$ cat src/rtl/tick_sequencer_if.sv
// Configuration channel of tick_sequencer: half-period divisor, run mode and
// one-shot tick count, offered with a valid/ready handshake.
interface tick_sequencer_if #(
  parameter int unsigned CNT_W   = 26,
  parameter int unsigned TICKS_W = 8
);
  logic               cfg_valid;
  logic               cfg_ready;
  logic [CNT_W-1:0]   cfg_div;
  logic               cfg_oneshot;
  logic [TICKS_W-1:0] cfg_nticks;

  modport master (
    output cfg_valid, cfg_div, cfg_oneshot, cfg_nticks,
    input  cfg_ready
  );

  modport slave (
    input  cfg_valid, cfg_div, cfg_oneshot, cfg_nticks,
    output cfg_ready
  );
endinterface

$ cat src/rtl/tick_sequencer.sv
// Run/pause/stop controller for the board time base: divides clk_50MHz by a
// run-time divisor into a one-cycle tick and a square clk_out, continuous or one-shot.
module tick_sequencer #(
  parameter int unsigned CNT_W       = 26,
  parameter int unsigned DEFAULT_DIV = 25000000,
  parameter int unsigned TICKS_W     = 8
) (
  input  logic               clk_50MHz,
  input  logic               reset,
  tick_sequencer_if.slave    cfg,
  input  logic               start,
  input  logic               stop,
  input  logic               pause,
  output logic               tick,
  output logic               clk_out,
  output logic [TICKS_W-1:0] tick_cnt,
  output logic               busy,
  output logic               done
);

  typedef enum logic [1:0] {S_IDLE, S_RUN, S_PAUSED, S_DONE} state_e;

  typedef struct packed {
    logic [CNT_W-1:0]   div;
    logic               oneshot;
    logic [TICKS_W-1:0] nticks;
  } cfg_t;

  localparam logic [CNT_W-1:0] MIN_DIV = CNT_W'(2);
  localparam logic [CNT_W-1:0] RST_DIV = (DEFAULT_DIV < 2) ? MIN_DIV : CNT_W'(DEFAULT_DIV);
  localparam cfg_t             RST_CFG = '{div: RST_DIV, oneshot: 1'b0, nticks: '0};

  function automatic logic [CNT_W-1:0] clamp_div(input logic [CNT_W-1:0] d);
    return (d < MIN_DIV) ? MIN_DIV : d;
  endfunction

  state_e             state_q, state_d;
  logic [CNT_W-1:0]   cnt_q, cnt_d;
  logic               clk_out_q, clk_out_d;
  logic               tick_q, tick_d;
  logic [TICKS_W-1:0] tick_cnt_q, tick_cnt_d;
  logic               busy_q, busy_d;
  logic               done_q, done_d;
  cfg_t               act_q, act_d;
  cfg_t               pend_q, pend_d;
  logic               pend_valid_q, pend_valid_d;

  cfg_t               cfg_in;
  logic               cfg_fire;
  logic               running;
  logic               terminal;
  logic [TICKS_W-1:0] tick_cnt_inc;

  // Pending is only ever occupied in RUN/PAUSED, so this is 1 in IDLE/DONE.
  assign cfg.cfg_ready = ~pend_valid_q;

  // NOTE: every signal gets a default at the top so no path leaves one unassigned (no latches).
  always_comb begin
    cfg_in       = '{div: clamp_div(cfg.cfg_div), oneshot: cfg.cfg_oneshot, nticks: cfg.cfg_nticks};
    cfg_fire     = cfg.cfg_valid & ~pend_valid_q;
    running      = (state_q == S_RUN) || (state_q == S_PAUSED);
    terminal     = (cnt_q == act_q.div - CNT_W'(1));
    tick_cnt_inc = tick_cnt_q + TICKS_W'(1);

    state_d      = state_q;
    cnt_d        = cnt_q;
    clk_out_d    = clk_out_q;
    tick_d       = 1'b0;
    tick_cnt_d   = tick_cnt_q;
    act_d        = act_q;
    pend_d       = pend_q;
    pend_valid_d = pend_valid_q;

    if (cfg_fire) begin
      if (running) begin
        pend_d       = cfg_in;
        pend_valid_d = 1'b1;
      end else begin
        act_d = cfg_in;
      end
    end

    unique case (state_q)
      S_IDLE, S_DONE: begin
        if (stop || start) begin
          state_d    = stop ? S_IDLE : S_RUN;
          cnt_d      = '0;
          clk_out_d  = 1'b0;
          tick_cnt_d = '0;
        end
      end
      default: begin
        if (stop) begin
          state_d      = S_IDLE;
          cnt_d        = '0;
          clk_out_d    = 1'b0;
          tick_cnt_d   = '0;
          pend_valid_d = 1'b0;
          // A same-cycle offer is newer than anything already pending.
          if (cfg_fire) begin
            act_d = cfg_in;
          end else if (pend_valid_q) begin
            act_d = pend_q;
          end
        end else if (pause) begin
          state_d = S_PAUSED;
        end else begin
          state_d = S_RUN;
          if (terminal) begin
            tick_d     = 1'b1;
            clk_out_d  = ~clk_out_q;
            cnt_d      = '0;
            tick_cnt_d = tick_cnt_inc;
            if (act_q.oneshot && (act_q.nticks != '0) && (tick_cnt_inc == act_q.nticks)) begin
              state_d = S_DONE;
            end
            // Swapping here lets the next half-period start on the new divisor.
            if (pend_valid_q) begin
              act_d        = pend_q;
              pend_valid_d = 1'b0;
            end
          end else begin
            cnt_d = cnt_q + CNT_W'(1);
          end
        end
      end
    endcase

    busy_d = (state_d == S_RUN) || (state_d == S_PAUSED);
    done_d = (state_d == S_DONE);
  end

  // NOTE: sequential state uses non-blocking assignments so every flop samples pre-edge values.
  always_ff @(posedge clk_50MHz or posedge reset) begin
    if (reset) begin
      state_q      <= S_IDLE;
      cnt_q        <= '0;
      clk_out_q    <= 1'b0;
      tick_q       <= 1'b0;
      tick_cnt_q   <= '0;
      busy_q       <= 1'b0;
      done_q       <= 1'b0;
      act_q        <= RST_CFG;
      pend_q       <= '0;
      pend_valid_q <= 1'b0;
    end else begin
      state_q      <= state_d;
      cnt_q        <= cnt_d;
      clk_out_q    <= clk_out_d;
      tick_q       <= tick_d;
      tick_cnt_q   <= tick_cnt_d;
      busy_q       <= busy_d;
      done_q       <= done_d;
      act_q        <= act_d;
      pend_q       <= pend_d;
      pend_valid_q <= pend_valid_d;
    end
  end

  assign tick     = tick_q;
  assign clk_out  = clk_out_q;
  assign tick_cnt = tick_cnt_q;
  assign busy     = busy_q;
  assign done     = done_q;

endmodule

$ cat src/flat_wrapper.sv
// flat-port wrapper written by rule: the top's interface ports become plain ports
module tick_sequencer_flat 
#(
  parameter int unsigned CNT_W       = 26,
  parameter int unsigned DEFAULT_DIV = 25000000,
  parameter int unsigned TICKS_W     = 8
)
  (clk_50MHz, reset, start, stop, pause, tick, clk_out, tick_cnt, busy, done, cfg_cfg_valid, cfg_cfg_div, cfg_cfg_oneshot, cfg_cfg_nticks, cfg_cfg_ready);
  tick_sequencer_if #(.CNT_W(CNT_W), .TICKS_W(TICKS_W)) cfg_i ();
  input  logic clk_50MHz;
  input  logic reset;
  input  logic start;
  input  logic stop;
  input  logic pause;
  output logic tick;
  output logic clk_out;
  output logic [TICKS_W-1:0] tick_cnt;
  output logic busy;
  output logic done;
  input wire logic [$bits(cfg_i.cfg_valid)-1:0] cfg_cfg_valid;
  input wire logic [$bits(cfg_i.cfg_div)-1:0] cfg_cfg_div;
  input wire logic [$bits(cfg_i.cfg_oneshot)-1:0] cfg_cfg_oneshot;
  input wire logic [$bits(cfg_i.cfg_nticks)-1:0] cfg_cfg_nticks;
  output wire logic [$bits(cfg_i.cfg_ready)-1:0] cfg_cfg_ready;
  assign cfg_i.cfg_valid = cfg_cfg_valid;
  assign cfg_i.cfg_div = cfg_cfg_div;
  assign cfg_i.cfg_oneshot = cfg_cfg_oneshot;
  assign cfg_i.cfg_nticks = cfg_cfg_nticks;
  assign cfg_cfg_ready = cfg_i.cfg_ready;
  tick_sequencer #(.CNT_W(CNT_W), .DEFAULT_DIV(DEFAULT_DIV), .TICKS_W(TICKS_W)) u_core (.clk_50MHz(clk_50MHz), .reset(reset), .cfg(cfg_i), .start(start), .stop(stop), .pause(pause), .tick(tick), .clk_out(clk_out), .tick_cnt(tick_cnt), .busy(busy), .done(done));
endmodule
$ cat config.mk
export PLATFORM = sky130hd
export DESIGN_NAME = tick_sequencer_flat
export DESIGN_NICKNAME = d
export VERILOG_FILES = /design/src/rtl/tick_sequencer_if.sv /design/src/rtl/tick_sequencer.sv /design/src/flat_wrapper.sv
export SDC_FILE = /design/constraint.sdc
export NUM_CORES = 1
export LEC_CHECK = 0
export BUFFER_PORTS_ARGS = -buffer_cell sky130_fd_sc_hd__buf_2
export CORE_MARGIN = 2
export CORE_UTILIZATION = 35
export CTS_CLUSTER_DIAMETER = 50
export DETAILED_ROUTE_END_ITERATION = 16
export GPL_ROUTABILITY_DRIVEN = 1
export GPL_TIMING_DRIVEN = 0
export PLACE_DENSITY = 0.52
export SKIP_CTS_REPAIR_TIMING = 1
export SYNTH_ARGS = -nofsm -noshare
export SYNTH_HDL_FRONTEND = slang
export SYNTH_SLANG_ARGS = --single-unit
$ cat constraint.sdc
create_clock -name clk_50MHz -period 3.6 [get_ports clk_50MHz]
set_clock_uncertainty 0.1 [all_clocks]
set_input_delay 0.18 -clock clk_50MHz [delete_from_list [all_inputs] [get_ports clk_50MHz]]
set_output_delay 0.18 -clock clk_50MHz [all_outputs]
set_load 0.005 [all_outputs]
==> results.txt <==
The run finished, with violations left. The checks that failed: negative hold slack. The via total after detailed routing came out at 5,844. The top cell type by total area after synthesis is dfrtp_1. In this run the tightest slew margin relative to its limit is 47.7%.

The I/O pin count is 54. In this run the worst setup path begins at u_core.act_q[25]$_DFF_PP1_. The number of distinct library cell variants in the gate-level netlist after synthesis came out at 67.

The placed cell count came out at 1,068. After synthesis, the largest area contributor takes up 34.4% of total cell area. The synthesized cell area came out at 0.00721 mm^2. The growth of design area from synthesis to finish came out at 15.4%. In this run the tool buffered the top-level ports with 53 buffer cells. The number of global-route vias before repair is 5,576.

The worst register-to-register path begins at u_core.act_q[25]$_DFF_PP1_. The all-layer global routing usage came out at 18.6%. The floorplan step defined a core boundary enclosing 0.0202 mm^2. The horizontal die dimension is 147 um.

The standby leakage power came out at 3.42 nW. The peak supply drop came out at 0.000311 V. The minimum period implied by the final worst setup slack came out at 3420 ps.

TritonCTS built the clock tree. The worst-case hold slack came out at -13.7 ps. For the final routed database, the setup TNS stands at 0 ps. In this design, the critical path's most frequently occurring cell is nand4_1. The min-delay analysis places its worst path in the category input pin to flip-flop. The minimum setup slack among reg-to-reg paths is 180 ps. The placement-stage worst setup slack came out at -239 ps. The mean routed wirelength per cell came out at 18.0 um. The number of buffers created by CTS is 9. The total congestion overflow is 0.

After legalization and detailed placement, the total HPWL measured 14,200 um. The required arrival time at the worst endpoint came out at 3800 ps. The kind of end point of the critical path is a flip-flop. The largest individual stage delay along the critical path comes from the cell or4_1. The clock latency at the later pin of the worst-skew pair came out at 370 ps. The tree is rooted in a clkbuf_16.

The die covers 0.0218 mm^2. The category of the critical setup timing path is flip-flop to flip-flop. The largest net degree at the start of global routing came out at 83. The number of synthesis warnings is 0. The initial core utilization came out at 35.6%.

In the synthesized netlist the dominant register cell turns out to be dfrtp_1. The die height is 147 um. In the final design database the tool counted 866 nets.

The final standard cell utilization of the core is 41.1%. The arrival time of the worst setup path came out at 3620 ps. In this run the worst setup path terminates at u_core.act_q[21]$_DFF_PP1_. Across the whole layout, storage elements account for 0.00279 mm^2. Traced cell by cell, the critical path runs through clkbuf_2 -> nor4_2 -> nand4_1 -> or4_1 -> o41ai_4 -> o21a_1 -> nand4_1 -> a22oi_2 -> buf_2 -> o221a_1. The number of non-filler instances in the completed layout came out at 1,096. The average cell area after synthesis came out at 9.69 um^2. The number of clock sinks seen by CTS came out at 111. The maximum fanout encountered on the critical timing path came out at 10. After synthesis the netlist holds a flip-flop and latch count of 111. After layout, the worst path uses 94.9% of the clock period. The number of cells on the worst reg-to-reg path is 10. Setup violations remaining at the end of the flow were counted as 0. The endpoint identified for the worst register-to-register timing path is u_core.act_q[21]$_DFF_PP1_. The synthesized instance count is 744. Power comes to 0.00541 W. In the post-route analysis, the smallest setup slack over all paths is 182 ps.

The detailed-route DRC error count came out at 0. The first-pass GRT wire length came out at 31,700 um. Clock-pin slew was measured on the worst setup and hold paths at 80 ps. Before antenna repair, the detailed router went through 5 iterations.

In this run, synthesis inferred 0 flip-flops with an integrated enable. The highest clock frequency the design can meet came out at 0.293 GHz. The power per cell area is 650 mW/mm^2. The number of H-tree levels is 3. The worst setup path is launched from a flip-flop. Across the run, the number of max-cap violations was 0. The initialized floorplan defines 52 standard-cell rows.

After synthesis, the cell types taking the most area are dfrtp_1 (34%), mux2_2 (10%), mux2i_1 (5.1%), nand2_1 (5.1%), xor2_1 (5.1%). Of all flip-flops after synthesis, the portion carrying an async set or reset was 100%. The detail route stage leaves a number of antenna-violating nets equal to 0. The register area share after synthesis came out at 38.8%. The initial antenna violation count is 0. The multi-input gate area in the final layout came out at 0.00414 mm^2. The number of nets produced by synthesis is 789. Routability-driven placement finished with a final weighted congestion of 0.815. The hold violation total from the final report came out at 4. The fraction of layout instances using a drive strength above 1 came out at 22.9%. The actual slew at the worst max-slew pin is 782 ps. The final wirelength came out at 19,800 um.

The largest stage delay on the critical path came out at 610 ps. The maximum clock insertion buffer count came out at 2. The final max-slew violation count is 0.

The violation count after the first detailed-route iteration came out at 440. The antenna diode count is 0. The layout filler cell count is 2,006. The ratio of routed vias to standard cells is 5.33.
-- per-layer routing --
layer / GRT usage [%] / part of all wire, % / vias to the layer above
met5: 0 / 0 / -
met4: 6.54 / 1.9 / 0
met3: 1.94 / 2.8 / 27
met2: 29.3 / 46 / 115
met1: 26.7 / 49 / 2852
li1: - / - / 2850
-- power by group --
group | internal (W) | switching (W) | leakage (nW)
Sequential | 0.00171 | 0.000498 | 1.37
Clock | 0.000619 | 0.000515 | 0.158
Combinational | 0.00104 | 0.00103 | 1.88
Total | 0.00337 | 0.00204 | 3.42
-- cell families (layout without fill, tap and decap cells) --
family	Yosys count	in the layout	share of synthesized area, %
xor+xnor	68	68	8.27
buf+inv	66	148	4.22
fa+ha+maj	4	4	0.695
simple gates	254	254	17.4
compound gates	138	138	15.2
mux	103	103	15.5
flops	111	111	38.8
-- worst min-delay path by stage --
stage / cells past startpoint / startpoint / endpoint / slack, ps
after floorplan: 1 / pause / u_core.state_q[0]$_DFF_PP0_ / 200
after global placement: 2 / cfg_cfg_nticks[3] / u_core.pend_q[3]$_DFFE_PP0P_ / 350
after detailed placement: 2 / reset / u_core.clk_out$_DFFE_PP0P_ / 80
after CTS: 2 / reset / u_core.clk_out$_DFFE_PP0P_ / -320
after global routing: 2 / cfg_cfg_div[12] / u_core.pend_q[21]$_DFFE_PP0P_ / 4
final: 2 / cfg_cfg_nticks[6] / u_core.pend_q[6]$_DFFE_PP0P_ / -10
-- metrics by stage --
step / hold slack [ps] / cell area, um^2
final: -13.7 / 8310
after global routing: 3.63 / 8310
after CTS: -318 / 8160
after detailed placement: 76.8 / 7840
after global placement: 353 / 7810
after floorplan: 197 / 7210
-- area by class of cell --
class / instances / share of cell area (%)
well taps: 270 / 4.06
inverters: 18 / 0.873
plain buffers: 47 / 2.80
multi-input cells: 567 / 49.8
flip-flops and latches: 111 / 33.6
repair buffers: 67 / 5.00
clock buffers: 10 / 2.75
clock inverters: 6 / 1.10
-- layout by cell type, fill, tap and decap left out, types with 9 or more instances in the layout --
| master | count |
|---|---|
| dfrtp_1 | 99 |
| nand2_1 | 98 |
| mux2_2 | 66 |
| buf_2 | 58 |
| nor2_1 | 54 |
| o21ai_0 | 43 |
| xor2_1 | 42 |
| mux2i_1 | 37 |
| clkbuf_1 | 30 |
| o221a_1 | 30 |
| xnor2_1 | 26 |
| nand3_1 | 21 |
| nand4_1 | 15 |
| inv_1 | 15 |
| a21oi_1 | 12 |
| dfstp_2 | 12 |
| nor3_1 | 11 |
| nor4_1 | 10 |
| dlygate4sd3_1 | 10 |
| o211ai_1 | 9 |
| clkbuf_16 | 9 |
-- sequential cells by signal (all words and copies together) (netlist names) --
name and flops:
u_core.act_q 35, u_core.busy 1, u_core.clk_out 1, u_core.cnt_q 26, u_core.done 1, u_core.pend_q 35, u_core.pend_valid_q 1, u_core.state_q 2
u_core.tick 1, u_core.tick_cnt 8
-- cell usage after synthesis, drive strengths merged (5+ instances only) --
master	instances
a21oi	13
xnor2	26
inv	17
dfstp	12
mux2	66
mux2i	37
nand4	15
o311ai	5
nor3	12
and3	6
nor4	13
nor2	54
nand3b	6
buf	17
nand3	21
dfrtp	99
clkbuf	31
xor2	42
o221a	34
o211ai	9
o21ai	45
nand2	99
-- critical path, delay by kind of cell (launching register included) --
| kind | cells | cell delay, ps |
|---|---|---|
| simple gates | 4 | 1490 |
| compound gates | 4 | 870 |
| buf+inv | 2 | 520 |
| flops | 1 | 360 |
No activity file was read; power rests on OpenSTA's default activity.
